## src/rtl/key_debounce_evt_if.sv

```systemverilog
// Key bundle between board pins, the debouncer and its consumers.
// Latency: none, wires only.
// Backpressure: none; event pulses are fire-and-forget.
interface key_debounce_evt_if;
    logic [3:0] key;          // raw keys, active-low, asynchronous
    logic [3:0] key_value;    // debounced levels, active-low
    logic [3:0] key_press;    // one-cycle pulse on debounced 1->0
    logic [3:0] key_release;  // one-cycle pulse on debounced 0->1
    logic [3:0] key_long;     // one-cycle pulse of keys held at long-press timeout

    // Debouncer side: consumes raw keys, produces clean levels and events
    modport master (
        input  key,
        output key_value,
        output key_press,
        output key_release,
        output key_long
    );

    // Board/consumer side: drives raw keys, observes levels and events
    modport slave (
        output key,
        input  key_value,
        input  key_press,
        input  key_release,
        input  key_long
    );
endinterface

```

## src/rtl/key_debounce_evt.sv

```systemverilog
// Debounces four raw active-low keys and emits press/release/long-press pulses.
// Latency: key_value follows a stable raw change DEBOUNCE_CNT+2 cycles after first sample; pulses one cycle later.
// Backpressure: none; consumers must take each single-cycle pulse when it appears.
module key_debounce_evt #(
    parameter int DEBOUNCE_CNT = 1_000_000,
    parameter int LONG_CNT     = 50_000_000
) (
    input  logic               sys_clk,
    input  logic               sys_rst_n,
    key_debounce_evt_if.master kif
);

    localparam int DW = $clog2(DEBOUNCE_CNT);
    localparam int LW = $clog2(LONG_CNT);
    localparam logic [DW-1:0] DMAX = DW'(DEBOUNCE_CNT - 1);
    localparam logic [LW-1:0] LMAX = LW'(LONG_CNT - 1);
    localparam logic [3:0]    ALL_UP = 4'b1111;

    typedef enum logic [1:0] {IDLE, HOLD, LONG} state_t;

    logic [3:0]    key_s1_q, key_s1_d;
    logic [3:0]    key_s_q, key_s_d;
    logic [3:0]    key_d_q, key_d_d;
    logic [DW-1:0] dcnt_q, dcnt_d;
    logic [3:0]    key_value_q, key_value_d;
    logic [3:0]    kv_d_q, kv_d_d;
    logic [3:0]    press_q, press_d;
    logic [3:0]    release_q, release_d;
    logic [3:0]    long_q, long_d;
    logic [LW-1:0] lcnt_q, lcnt_d;
    state_t        state_q, state_d;

    // Synchroniser, debounce counter and edge detection on the debounced level.
    // A single counter covers all four keys, so bounce on any key holds all of them back.
    always_comb begin
        key_s1_d    = kif.key;
        key_s_d     = key_s1_q;
        key_d_d     = key_s_q;
        dcnt_d      = dcnt_q;
        key_value_d = key_value_q;
        if (key_s_q != key_d_q) begin
            dcnt_d = '0;
        end else begin
            if (dcnt_q != DMAX) begin
                dcnt_d = dcnt_q + 1'b1;
            end else begin
                key_value_d = key_s_q;
            end
        end
        kv_d_d    = key_value_q;
        press_d   = kv_d_q & ~key_value_q;
        release_d = ~kv_d_q & key_value_q;
    end

    // Long-press timing: one pulse per unchanged held combination, restarted by any change.
    always_comb begin
        state_d = state_q;
        lcnt_d  = lcnt_q;
        long_d  = '0;
        case (state_q)
            IDLE: begin
                lcnt_d = '0;
                if (key_value_q != ALL_UP) begin
                    state_d = HOLD;
                end
            end
            HOLD: begin
                if (key_value_q != kv_d_q) begin
                    lcnt_d = '0;
                    if (key_value_q == ALL_UP) begin
                        state_d = IDLE;
                    end
                end else if (lcnt_q == LMAX) begin
                    long_d  = ~key_value_q;
                    state_d = LONG;
                end else begin
                    lcnt_d = lcnt_q + 1'b1;
                end
            end
            LONG: begin
                if (key_value_q != kv_d_q) begin
                    lcnt_d  = '0;
                    state_d = (key_value_q == ALL_UP) ? IDLE : HOLD;
                end
            end
            default: begin
                lcnt_d  = '0;
                state_d = IDLE;
            end
        endcase
    end

    // State registers; reset forces released keys and silences all pulses.
    always_ff @(posedge sys_clk) begin
        if (!sys_rst_n) begin
            key_s1_q    <= ALL_UP;
            key_s_q     <= ALL_UP;
            key_d_q     <= ALL_UP;
            dcnt_q      <= '0;
            key_value_q <= ALL_UP;
            kv_d_q      <= ALL_UP;
            press_q     <= '0;
            release_q   <= '0;
            long_q      <= '0;
            lcnt_q      <= '0;
            state_q     <= IDLE;
        end else begin
            key_s1_q    <= key_s1_d;
            key_s_q     <= key_s_d;
            key_d_q     <= key_d_d;
            dcnt_q      <= dcnt_d;
            key_value_q <= key_value_d;
            kv_d_q      <= kv_d_d;
            press_q     <= press_d;
            release_q   <= release_d;
            long_q      <= long_d;
            lcnt_q      <= lcnt_d;
            state_q     <= state_d;
        end
    end

    assign kif.key_value   = key_value_q;
    assign kif.key_press   = press_q;
    assign kif.key_release = release_q;
    assign kif.key_long    = long_q;

endmodule
```

## src/flat_wrapper.sv

```systemverilog
// flat-port wrapper written by rule: the top's interface ports become plain ports
module key_debounce_evt_flat 
#(
    parameter int DEBOUNCE_CNT = 1_000_000,
    parameter int LONG_CNT     = 50_000_000
)
  (sys_clk, sys_rst_n, kif_key, kif_key_value, kif_key_press, kif_key_release, kif_key_long);
  key_debounce_evt_if kif_i ();
  input  logic sys_clk;
  input  logic sys_rst_n;
  input wire logic [$bits(kif_i.key)-1:0] kif_key;
  output wire logic [$bits(kif_i.key_value)-1:0] kif_key_value;
  output wire logic [$bits(kif_i.key_press)-1:0] kif_key_press;
  output wire logic [$bits(kif_i.key_release)-1:0] kif_key_release;
  output wire logic [$bits(kif_i.key_long)-1:0] kif_key_long;
  assign kif_i.key = kif_key;
  assign kif_key_value = kif_i.key_value;
  assign kif_key_press = kif_i.key_press;
  assign kif_key_release = kif_i.key_release;
  assign kif_key_long = kif_i.key_long;
  key_debounce_evt #(.DEBOUNCE_CNT(DEBOUNCE_CNT), .LONG_CNT(LONG_CNT)) u_core (.sys_clk(sys_clk), .sys_rst_n(sys_rst_n), .kif(kif_i));
endmodule
```

## config.mk

```make
export PLATFORM = sky130hd
export DESIGN_NAME = key_debounce_evt_flat
export DESIGN_NICKNAME = d
export VERILOG_FILES = /design/src/rtl/key_debounce_evt_if.sv /design/src/rtl/key_debounce_evt.sv /design/src/flat_wrapper.sv
export SDC_FILE = /design/constraint.sdc
export NUM_CORES = 1
export LEC_CHECK = 0
export CAP_MARGIN = 20
export CORE_AREA = 4 4 96 98
export DETAILED_ROUTE_END_ITERATION = 7
export DIE_AREA = 0 0 100 102
export MAX_ROUTING_LAYER = met4
export SYNTH_ARGS = -nofsm -noshare
export SYNTH_HDL_FRONTEND = slang
export SYNTH_SLANG_ARGS = --single-unit
export TNS_END_PERCENT = 50
```

## constraint.sdc

```tcl
create_clock -name sys_clk -period 2.7 [get_ports sys_clk]
set_clock_uncertainty 0.05 [all_clocks]
set_input_delay 0.54 -clock sys_clk [delete_from_list [all_inputs] [get_ports sys_clk]]
set_output_delay 0.54 -clock sys_clk [all_outputs]
set_load 0.005 [all_outputs]
```

==> impl_metrics.tcl, run 1 <==
set metrics [dict create \
    status "finished clean" \
    layout_setup_ws_ns 0.3685 \
    startpoint_type "flop" \
    hold_viol 0 \
    avgSynthCellArea_sq_um 8.866 \
    core_sq_mm 0.008466 \
    yosys.area.top_type "dfxtp_1" \
    syn_area_sq_mm 0.003715 \
    clk_latency_ns 0.36 \
    synth_top_area_share 0.4311 \
    yosysSeqAreaShare 0.4311 \
    route.vias.total 3074 \
    slew_headroom 0.5698 \
    grt_pass1_vias 2720 \
    synth-seq-cells 80 \
    drive_gt1_frac 0.09213 \
    cts.root.buffer_cell "clkbuf_8" \
    synth_ff_type "dfxtp_1" \
    synth_enable_flop_cells 0 \
    crit_start "u_core.lcnt_q[12]$_SDFFE_PN0P_" \
    fin_crit_ns 2.331 \
    cts_buffers 9 \
    total_leakage_power_nw 1.546 \
    end_kind "flop" \
    postSynth.asyncResetShare 0 \
    wl_met1_um 3754 \
    ant_nets 0 \
    crit_fanout 10 \
    die_w_um 100 \
    area_growth_pct 14.99 \
    rsz0062_at_grt "no" \
    fmaxAchievable_mhz 428.9 \
    mostFrequentLayoutCells "80 x dfxtp_1, 34 x nand2_1, 28 x nor2_1, 21 x clkdlybuf4s50_1, 18 x o21ai_0" \
    fin_area_sq_mm 0.004272 \
    vias_per_cell 5.559 \
    place_area_sq_mm 0.004035 \
    setup_viol 0 \
    cp_slowest_cell "or4_4" \
    htreeDepth 3 \
    crit_type "flop to flop" \
    slew_violations 0 \
    die_h_um 102 \
    port_buffers 21 \
    pwr_density_cell_mw_per_mm2 532.4 \
    post_cts_buffers 0 \
    crit_chain "nand4_1 -> or2_1 -> or4_4 -> and4_4 -> a221o_1" \
    dr_wl_met2_um 3633 \
    ioPinCount 22 \
    grt.total_usage 0.1685 \
    overflow 0 \
    dr_wl_met3_um 435 \
    drv_cap 0 \
    yosys_warnings 0 \
    worst_pin_slew_ns 0.6394 \
    antenna_found_initial 0 \
    slowest_delay_ns 0.66 \
    worstPathRequired_ns 2.90 \
    synth.area.top_cells "dfxtp_1 43%, nand2_1 3.4%, ha_1 3.4%, nor2_1 2.8%, nor4_1 2.7%" \
    path_clk_slew_ns 0.09 \
    max-clock-path-buffers 2 \
    hp-class "flop to flop" \
    cts.sinks 80 \
    largest-register "u_core.lcnt_q" \
    first_iter_violations 85 \
    cp.arrival_ns 2.53 \
    syn_inst 419 \
    fin_tns_setup_ns 0 \
    start_util 0.4388 \
    ir_worst_vdd_uv 289.5 \
    dp_hpwl_um 5602 \
    place.gp.congestion 0.8009 \
    diodes 0 \
    r2r_start "u_core.lcnt_q[12]$_SDFFE_PN0P_" \
    row_count 34 \
    drc 0 \
    rrSetupSlack_ns 0.37 \
    reg_top3 "u_core.lcnt_q x26, u_core.dcnt_q x20" \
    top_layer_used "met4" \
    largest_register_ffs 26 \
    grt_pass1_wl_um 13320 \
    fin_crit_sh 0.8635 \
    firstDrtPassIters 4 \
    wire_per_inst_um 14.35 \
    min_from "u_core.key_s1_q[0]$_SDFF_PN1_" \
    yosys.cell_types.count 56 \
    grt_max_degree 32 \
    wirelength_um 7938 \
    nNetsFinal 456 \
    pre_cts_ws_ns 0.2058 \
    cts_tree "done" \
    dieArea_sq_mm 0.01020 \
    final_common_cell "dfxtp_1" \
    syn_nets 435 \
]
[kinds of logic after synthesis]
kind of cell / after synthesis / synth area share
AOI/OAI and AO/OA: 70 / 0.1256
xor gates and xnor gates: 19 / 0.04480
adders and majority gates: 11 / 0.03638
buffers and inverters: 39 / 0.04614
DFF: 80 / 0.4311
muxes: 4 / 0.01111
and+or+nand+nor: 196 / 0.3048
[power breakdown]
part | switching, mW | total [mW] | internal, mW
clock network | 0.491 | 1.03 | 0.544
registers | 0.00610 | 1.19 | 1.19
logic | 0.0256 | 0.0453 | 0.0197
[worst paths after layout]
check	to	depth (start not counted)
min	u_core.key_d_d[0]$_SDFF_PN1_	1
max reg2reg	u_core.lcnt_q[25]$_SDFFE_PN0P_	5
min reg2reg	u_core.key_d_d[0]$_SDFF_PN1_	1
max	u_core.lcnt_q[25]$_SDFFE_PN0P_	5
[critical path, delay by kind of cell, from the launching register on]
family,cells,cell delay (ns)
AO/OA/AOI/OAI,1,0.25
AND/OR/NAND/NOR,4,1.46
flip-flops,1,0.46
[Yosys cell counts (3+ instances only)]
library cell and instances:
dfxtp_1 80, a31oi_1 7, and4_1 7, nor2_1 28, or4_1 7, o211ai_1 8, or3_1 6, a21o_1 3
inv_1 17, nor4b_1 4, nand4_1 12, xnor2_1 9, nand3_1 15, o21ai_0 18, a21oi_1 15, nand2b_1 14
a221o_1 3, nor3_1 14, nand2_1 34, and3_1 9, mux2i_1 3, nand3b_1 3, ha_1 10, clkbuf_1 16
and2_1 9, xor2_1 10, nor4_1 16
[per-stage QoR]
stage | power (mW) | std cells | utilization | hold WS [ns]
4_1_cts | 2.303 | 553 | 0.5041 | 0.3617
6_report | 2.274 | 553 | 0.5046 | 0.3574
3_3_place_gp | 1.268 | 537 | 0.4766 | 0.3377
2_1_floorplan | 1.249 | 419 | - | 0.3363
3_5_place_dp | 1.268 | 537 | 0.4766 | 0.3437
5_1_grt | 2.352 | 553 | 0.5046 | 0.3700
[repair_timing]
action / CTS / global route
hold buffers: 0 / 0
resized for setup: 0 / 1
endpoints found under the setup margin: 0 / 1
[final cells by class]
| class | instances | area (sq um) |
|---|---|---|
| Multi-Input combinational cell | 300 | 1946 |
| Timing Repair Buffer | 32 | 292.8 |
| Clock buffer | 9 | 123.9 |
| Inverter | 17 | 63.81 |
| Fill cell | 803 | 4194 |
| Tap cell | 108 | 135.1 |
| Sequential cell | 80 | 1602 |
| Clock inverter | 7 | 108.9 |
[metal layers]
metal / track usage / vias to the layer above
li1: - / 1564
met1: 0.2247 / 1427
met2: 0.2540 / 74
met3: 0.03276 / 9
met4: 0.06321 / 0
met5: - / -
Power figures use the tool's default switching activity.
==> run 2, diff against run 1 <==
==> constraint.sdc (replaced) <==
create_clock -name sys_clk -period 2.55 [get_ports sys_clk]
set_clock_uncertainty 0.05 [all_clocks]
set_input_delay 0.51 -clock sys_clk [delete_from_list [all_inputs] [get_ports sys_clk]]
set_output_delay 0.51 -clock sys_clk [all_outputs]
set_load 0.005 [all_outputs]
==> run 2 against run 1 <==
  * Global-route usage increased by 0.45 points
  * Critical path depth increased by 2
  * Die area unchanged
  * Clock power decreased by 4%
  * Wire length increased by 2.1%
  * Flip-flop and latch count unchanged
  * Sequential power increased by 6%
  * Largest cell class unchanged
==> impl_metrics.tcl, run 2 (synthesis results as in run 1) <==
set metrics [dict create \
    status "finished clean" \
    slew_headroom 0.5667 \
    drc 0 \
    finalPower_mw 2.297 \
    crit_family "simple AND/OR/NAND/NOR gates" \
    crit_fanout 14 \
    start_util 0.4388 \
    worstPathRequired_ns 2.79 \
    multiInputGateArea_sq_mm 0.001954 \
    fillCellCount 803 \
    diodes 0 \
    nNetsFinal 464 \
    largest-register "u_core.lcnt_q" \
    worst_pin_slew_ns 0.6441 \
    reg_top3 "u_core.lcnt_q x26, u_core.dcnt_q x20" \
    cts.sinks 80 \
    final_common_cell "dfxtp_1" \
    post_cts_buffers 0 \
    ir_worst_vdd_uv 270.8 \
    path_clk_slew_ns 0.09 \
    end_kind "flop" \
    drive_gt1_frac 0.1082 \
    firstDrtPassIters 4 \
    hp-class "flop to flop" \
    total_leakage_power_nw 1.571 \
    wirelength_um 8108 \
    vias_per_cell 5.565 \
    cts.root.buffer_cell "clkbuf_8" \
    cts_hold_buf 0 \
    area_growth_pct 16.10 \
    die_w_um 100 \
    layout.area.seq_sq_mm 0.001602 \
    crit_start "u_core.lcnt_q[1]$_SDFFE_PN0P_" \
    cts_buffers 9 \
    route.vias.total 3122 \
    crit_chain "ha_1 -> and3_2 -> nand2_1 -> or4_4 -> buf_4 -> o21ai_2 -> a211o_1" \
    wire_per_inst_um 14.45 \
    cp.arrival_ns 2.60 \
    place.gp.congestion 0.8426 \
    mostFrequentLayoutCells "80 x dfxtp_1, 34 x nand2_1, 28 x nor2_1, 21 x clkdlybuf4s50_1" \
    fin_crit_sh 0.9242 \
    rsz0062_at_grt "no" \
    dp_hpwl_um 5750 \
    whs_endpoint "u_core.key_d_d[1]$_SDFF_PN1_" \
    port_buffers 21 \
    r2r_cells 7 \
    rrSetupSlack_ns 0.19 \
    min_from "u_core.key_s1_q[1]$_SDFF_PN1_" \
    clk_latency_ns 0.35 \
    largest_register_ffs 26 \
    grt_max_degree 32 \
    htreeDepth 3 \
    max-clock-path-buffers 2 \
    grt.total_usage 0.1730 \
    path_buf_inv 1 \
    row_count 34 \
    grt_pass1_wl_um 13700 \
    core_sq_mm 0.008466 \
    die_h_um 102 \
    pwr_density_cell_mw_per_mm2 532.6 \
    fin_crit_ns 2.357 \
    hold_viol 0 \
    overflow 0 \
    fmaxAchievable_mhz 424.3 \
    cts_tree "done" \
    grt_pass1_vias 2834 \
    cts_resized 0 \
    hold_ws_ns 0.3635 \
    antenna_found_initial 0 \
    ioPinCount 22 \
    drv_cap 0 \
    hold_depth 1 \
    worst_r2r_endpoint "u_core.lcnt_q[24]$_SDFFE_PN0P_" \
    cp_slowest_cell "or4_4" \
    slew_violations 0 \
    dieArea_sq_mm 0.01020 \
    setup_viol 0 \
    fin_tns_setup_ns 0 \
    r2r_start "u_core.lcnt_q[1]$_SDFFE_PN0P_" \
    ant_nets 0 \
    crit_type "flop to flop" \
    first_iter_violations 126 \
    startpoint_type "flop" \
    slowest_delay_ns 0.58 \
]
-- run 2: cell count changes in the layout (fill, tap and decap cells not counted), sizes merged --
| cell | change |
|---|---|
| buf | +7 |
| bufinv | -1 |
| clkbuf | +1 |
| clkinv | +2 |
| clkinvlp | +1 |
| inv | -3 |
| o21ai | +1 |
-- run 2: metrics by stage --
step	setup slack, ns	util	instances	area (sq um)
final	0.1933	0.5095	561	4313
after global routing	0.03969	0.5095	561	4313
after CTS	0.1063	0.5080	560	4300
after detailed placement	0.1383	0.4829	544	4088
after global placement	0.1621	0.4829	544	4088
after floorplan	0.3871	-	419	3715
-- run 2: power breakdown --
part / leakage (nW) / internal (mW) / switching (mW) / total [mW]
clock network: 0.105 / 0.493 / 0.492 / 0.984
registers: 0.647 / 1.26 / 0.00619 / 1.26
logic: 0.819 / 0.0209 / 0.0272 / 0.0480
-- run 2: worst max-delay path by stage --
stage	end	slack, ns	cells past startpoint
2_1_floorplan	u_core.lcnt_q[6]$_SDFFE_PN0P_	0.39	7
3_3_place_gp	u_core.lcnt_q[0]$_SDFFE_PN0P_	0.16	7
3_5_place_dp	u_core.lcnt_q[0]$_SDFFE_PN0P_	0.14	7
4_1_cts	u_core.lcnt_q[20]$_SDFFE_PN0P_	0.11	7
5_1_grt	u_core.lcnt_q[25]$_SDFFE_PN0P_	0.04	7
6_report	u_core.lcnt_q[24]$_SDFFE_PN0P_	0.19	7
-- run 2: layout make-up --
type,instances,area share
clock buffer,10,0.03191
clock inverter,6,0.01741
inverter,17,0.01480
multi-input combinational,301,0.4531
sequential,80,0.3713
tap,108,0.03133
timing repair buffer,39,0.08007
-- run 2: per-layer routing --
| layer | vias up | wire length (um) | global-route usage |
|---|---|---|---|
| met5 | - | 0 | - |
| met2 | 79 | 3627 | 0.2663 |
| li1 | 1584 | - | - |
| met4 | 0 | 151 | 0.06943 |
| met3 | 12 | 433 | 0.02935 |
| met1 | 1447 | 3895 | 0.2272 |
==> run 3, diff against run 2 <==
--- a/config.mk
+++ b/config.mk
@@ -5,11 +5,13 @@
 export SDC_FILE = /design/constraint.sdc
 export NUM_CORES = 1
 export LEC_CHECK = 0
+export ABC_AREA = 1
 export CAP_MARGIN = 20
-export CORE_AREA = 4 4 96 98
+export CORE_AREA = 4 4 100 102
 export DETAILED_ROUTE_END_ITERATION = 7
-export DIE_AREA = 0 0 100 102
+export DIE_AREA = 0 0 104 106
 export MAX_ROUTING_LAYER = met4
+export SLEW_MARGIN = 10
 export SYNTH_ARGS = -nofsm -noshare
 export SYNTH_HDL_FRONTEND = slang
 export SYNTH_SLANG_ARGS = --single-unit
==> run 3 against run 2 <==
  * Via count is 16% higher
  * Clock power is 21% higher
  * Register-to-register slack gained 0.13 ns
  * Synthesized cell count is 37% higher
  * First-iteration DRC count increased by 20%
  * Combinational power rose by 10%
  * Core utilization is 0.34 points lower
  * Flip-flop and latch count did not move
  * Non-clock buffer count down 16
  * Synthesized area grew 8.5%
==> impl_metrics.tcl, run 3 <==
set metrics [dict create \
    status "finished clean" \
    row_count 35 \
    clk_latency_ns 0.35 \
    total_leakage_power_nw 1.849 \
    largest_register_ffs 26 \
    grt_pass1_vias 3275 \
    first_iter_violations 151 \
    slew_violations 0 \
    pre_cts_ws_ns 0.3251 \
    die_w_um 104 \
    pwr_density_cell_mw_per_mm2 544.5 \
    synth.area.top_cells "dfxtp_1 40%, nand2_1 14%, inv_1 7.0%, nor2_1 5.7%, nand3_1 4.8%" \
    cp_slowest_cell "dfxtp_1" \
    grt_max_degree 26 \
    ant_nets 0 \
    worst_r2r_endpoint "u_core.lcnt_q[23]$_SDFFE_PN0P_" \
    min_from "u_core.key_s1_q[3]$_SDFF_PN1_" \
    synth-simple-area-share 0.3963 \
    overflow 0 \
    route.vias.total 3614 \
    nNetsFinal 618 \
    crit_fanout 8 \
    synth_top_family_by_area "simple AND/OR/NAND/NOR gates" \
    yosys_warnings 0 \
    reg_top3 "u_core.lcnt_q x26, u_core.dcnt_q x20" \
    port_buffers 21 \
    final_common_cell "nand2_1" \
    path_buf_inv 1 \
    synth-adder-area-share 0.03104 \
    largest-register "u_core.lcnt_q" \
    fin_tns_setup_ns 0 \
    die_h_um 106 \
    start_util 0.4426 \
    ioPinCount 22 \
    multiInputGateArea_sq_mm 0.002093 \
    synth_commonest_cells "153 x nand2_1, 80 x dfxtp_1, 75 x inv_1, 61 x nor2_1, 39 x nand3_1" \
    synth_enable_flop_cells 0 \
    startpoint_type "flop" \
    max-clock-path-buffers 2 \
    drive_gt1_frac 0.1170 \
    fin_crit_ns 2.229 \
    yosys.area_share.xor_xnor 0.01955 \
    finalCoreUtilization 0.5060 \
    cp.arrival_ns 2.46 \
    cts.root.buffer_cell "clkbuf_8" \
    synth_ff_type "dfxtp_1" \
    path_clk_slew_ns 0.09 \
    end_kind "flop" \
    layout_setup_ws_ns 0.3214 \
    hp-class "flop to flop" \
    grt_pass1_wl_um 15770 \
    cts.sinks 80 \
    wire_per_inst_um 13.01 \
    ir_worst_vdd_uv 227.5 \
    firstDrtPassIters 4 \
    syn_nets 591 \
    wirelength_um 9341 \
    area_growth_pct 14.34 \
    slew_headroom 0.6769 \
    synth-seq-cells 80 \
    fillCellCount 923 \
    finalPower_mw 2.510 \
    synth_mux_area_frac 0 \
    yosysSeqAreaShare 0.3973 \
    place.gp.congestion 0.9109 \
    cts_buffers 9 \
    crit_chain "inv_1 -> ha_1 -> nand4_1 -> nor2_4 -> nand2_1 -> nor2_2 -> nand3_1 -> o21ai_0" \
    synth-compound-area-share 0.07107 \
    syn_inst 575 \
    slowest_delay_ns 0.38 \
    post_cts_buffers 0 \
    diodes 0 \
    syn_area_sq_mm 0.004031 \
    worst_pin_slew_ns 0.4809 \
    rrSetupSlack_ns 0.32 \
    vias_per_cell 5.033 \
    htreeDepth 3 \
    drc 0 \
    dieArea_sq_mm 0.01102 \
    r2r_start "u_core.kif.key_value[3]$_SDFFE_PN1P_" \
    worstPathRequired_ns 2.78 \
    hold_depth 1 \
    rsz0062_at_grt "no" \
    yosys.cell_types.count 32 \
    yosys.area.top_type "dfxtp_1" \
    yosysMostFrequentCell "nand2_1" \
    cts_tree "done" \
    crit_family "simple AND/OR/NAND/NOR gates" \
    avgSynthCellArea_sq_um 7.011 \
    r2r_cells 8 \
    fmaxAchievable_mhz 448.7 \
    grt.total_usage 0.1784 \
    crit_type "flop to flop" \
    fin_crit_sh 0.8740 \
    core_sq_mm 0.009109 \
    antenna_found_initial 0 \
    postSynth.asyncResetShare 0 \
    dp_hpwl_um 6987 \
    layout.area.seq_sq_mm 0.001602 \
    drv_cap 0 \
    setup_viol 0 \
    mostFrequentLayoutCells "153 x nand2_1, 80 x dfxtp_1, 75 x inv_1, 61 x nor2_1, 39 x nand3_1" \
    whs_endpoint "u_core.key_d_d[3]$_SDFF_PN1_" \
    synth_top_area_share 0.3973 \
    hold_viol 0 \
]
==> run 3: changes by cell type after synthesis, sizes merged, moves of 9 or more <==
cell	delta
a21oi	+12
and2	-9
and3	-10
clkbuf	-12
inv	+61
nand2	+131
nand2b	-14
nand3	+24
nand4	+10
nor2	+44
nor4	-15
or2	+16
==> run 3: worst register-to-register path, cell delays in order (launching register included) <==
cell and delay, ns:
dfxtp_1 0.38, inv_1 0.08, ha_1 0.29, nand4_1 0.33, nor2_4 0.34, nand2_1 0.18, nor2_2 0.31, nand3_1 0.12
o21ai_0 0.09
==> run 3: layer usage <==
| metal | global-route usage | wire, um | vias up |
|---|---|---|---|
| met3 | 0.03097 | 479 | 11 |
| met4 | 0.05983 | 143 | 0 |
| met2 | 0.2488 | 3851 | 91 |
| met5 | - | 0 | - |
| li1 | - | - | 1891 |
| met1 | 0.2595 | 4867 | 1621 |
==> run 3: through the flow <==
step,hold slack [ns],cell area (sq um),std cells
6_report,0.3691,4609,718
3_3_place_gp,0.3476,4350,702
4_1_cts,0.3750,4604,718
5_1_grt,0.3806,4609,718
2_1_floorplan,0.3425,4031,575
3_5_place_dp,0.3563,4350,702
==> run 3: layout make-up <==
class,instances,share of cell area
multi-input cells,409,0.4541
flip-flops and latches,80,0.3474
well taps,111,0.03013
inverters,79,0.06433
clock inverters,4,0.02144
repair buffers,23,0.04886
clock buffers,12,0.03366
==> run 3: kinds of logic after synthesis <==
logic type | after synthesis
fa+ha+maj | 10
flops | 80
xor+xnor | 9
compound gates | 49
buf+inv | 86
simple gates | 341
==> run 3: how the worst max path moves through the flow <==
stage / start / end / slack, ns / depth (start not counted)
4_1_cts: u_core.kif.key_value[3]$_SDFFE_PN1P_ / u_core.lcnt_q[24]$_SDFFE_PN0P_ / 0.31 / 8
5_1_grt: u_core.kif.key_value[3]$_SDFFE_PN1P_ / u_core.lcnt_q[25]$_SDFFE_PN0P_ / 0.10 / 8
3_5_place_dp: u_core.kif.key_value[3]$_SDFFE_PN1P_ / u_core.lcnt_q[24]$_SDFFE_PN0P_ / 0.33 / 8
3_3_place_gp: u_core.kif.key_value[3]$_SDFFE_PN1P_ / u_core.lcnt_q[19]$_SDFFE_PN0P_ / 0.46 / 10
2_1_floorplan: u_core.kif.key_value[3]$_SDFFE_PN1P_ / u_core.lcnt_q[13]$_SDFFE_PN0P_ / 0.71 / 10
6_report: u_core.kif.key_value[3]$_SDFFE_PN1P_ / u_core.lcnt_q[23]$_SDFFE_PN0P_ / 0.32 / 8
==> run 3: repair_timing <==
action,4_1_cts,5_1_grt
setup endpoints to repair,0,1
hold buffers,0,0
gates resized for setup,0,1
==> run 3: power breakdown <==
| group | internal, mW | switching [mW] | leakage, nW |
|---|---|---|---|
| sequential | 1.26 | 0.00694 | 0.647 |
| clock | 0.709 | 0.483 | 0.127 |
| combinational | 0.0208 | 0.0322 | 1.07 |
| total | 1.99 | 0.522 | 1.85 |
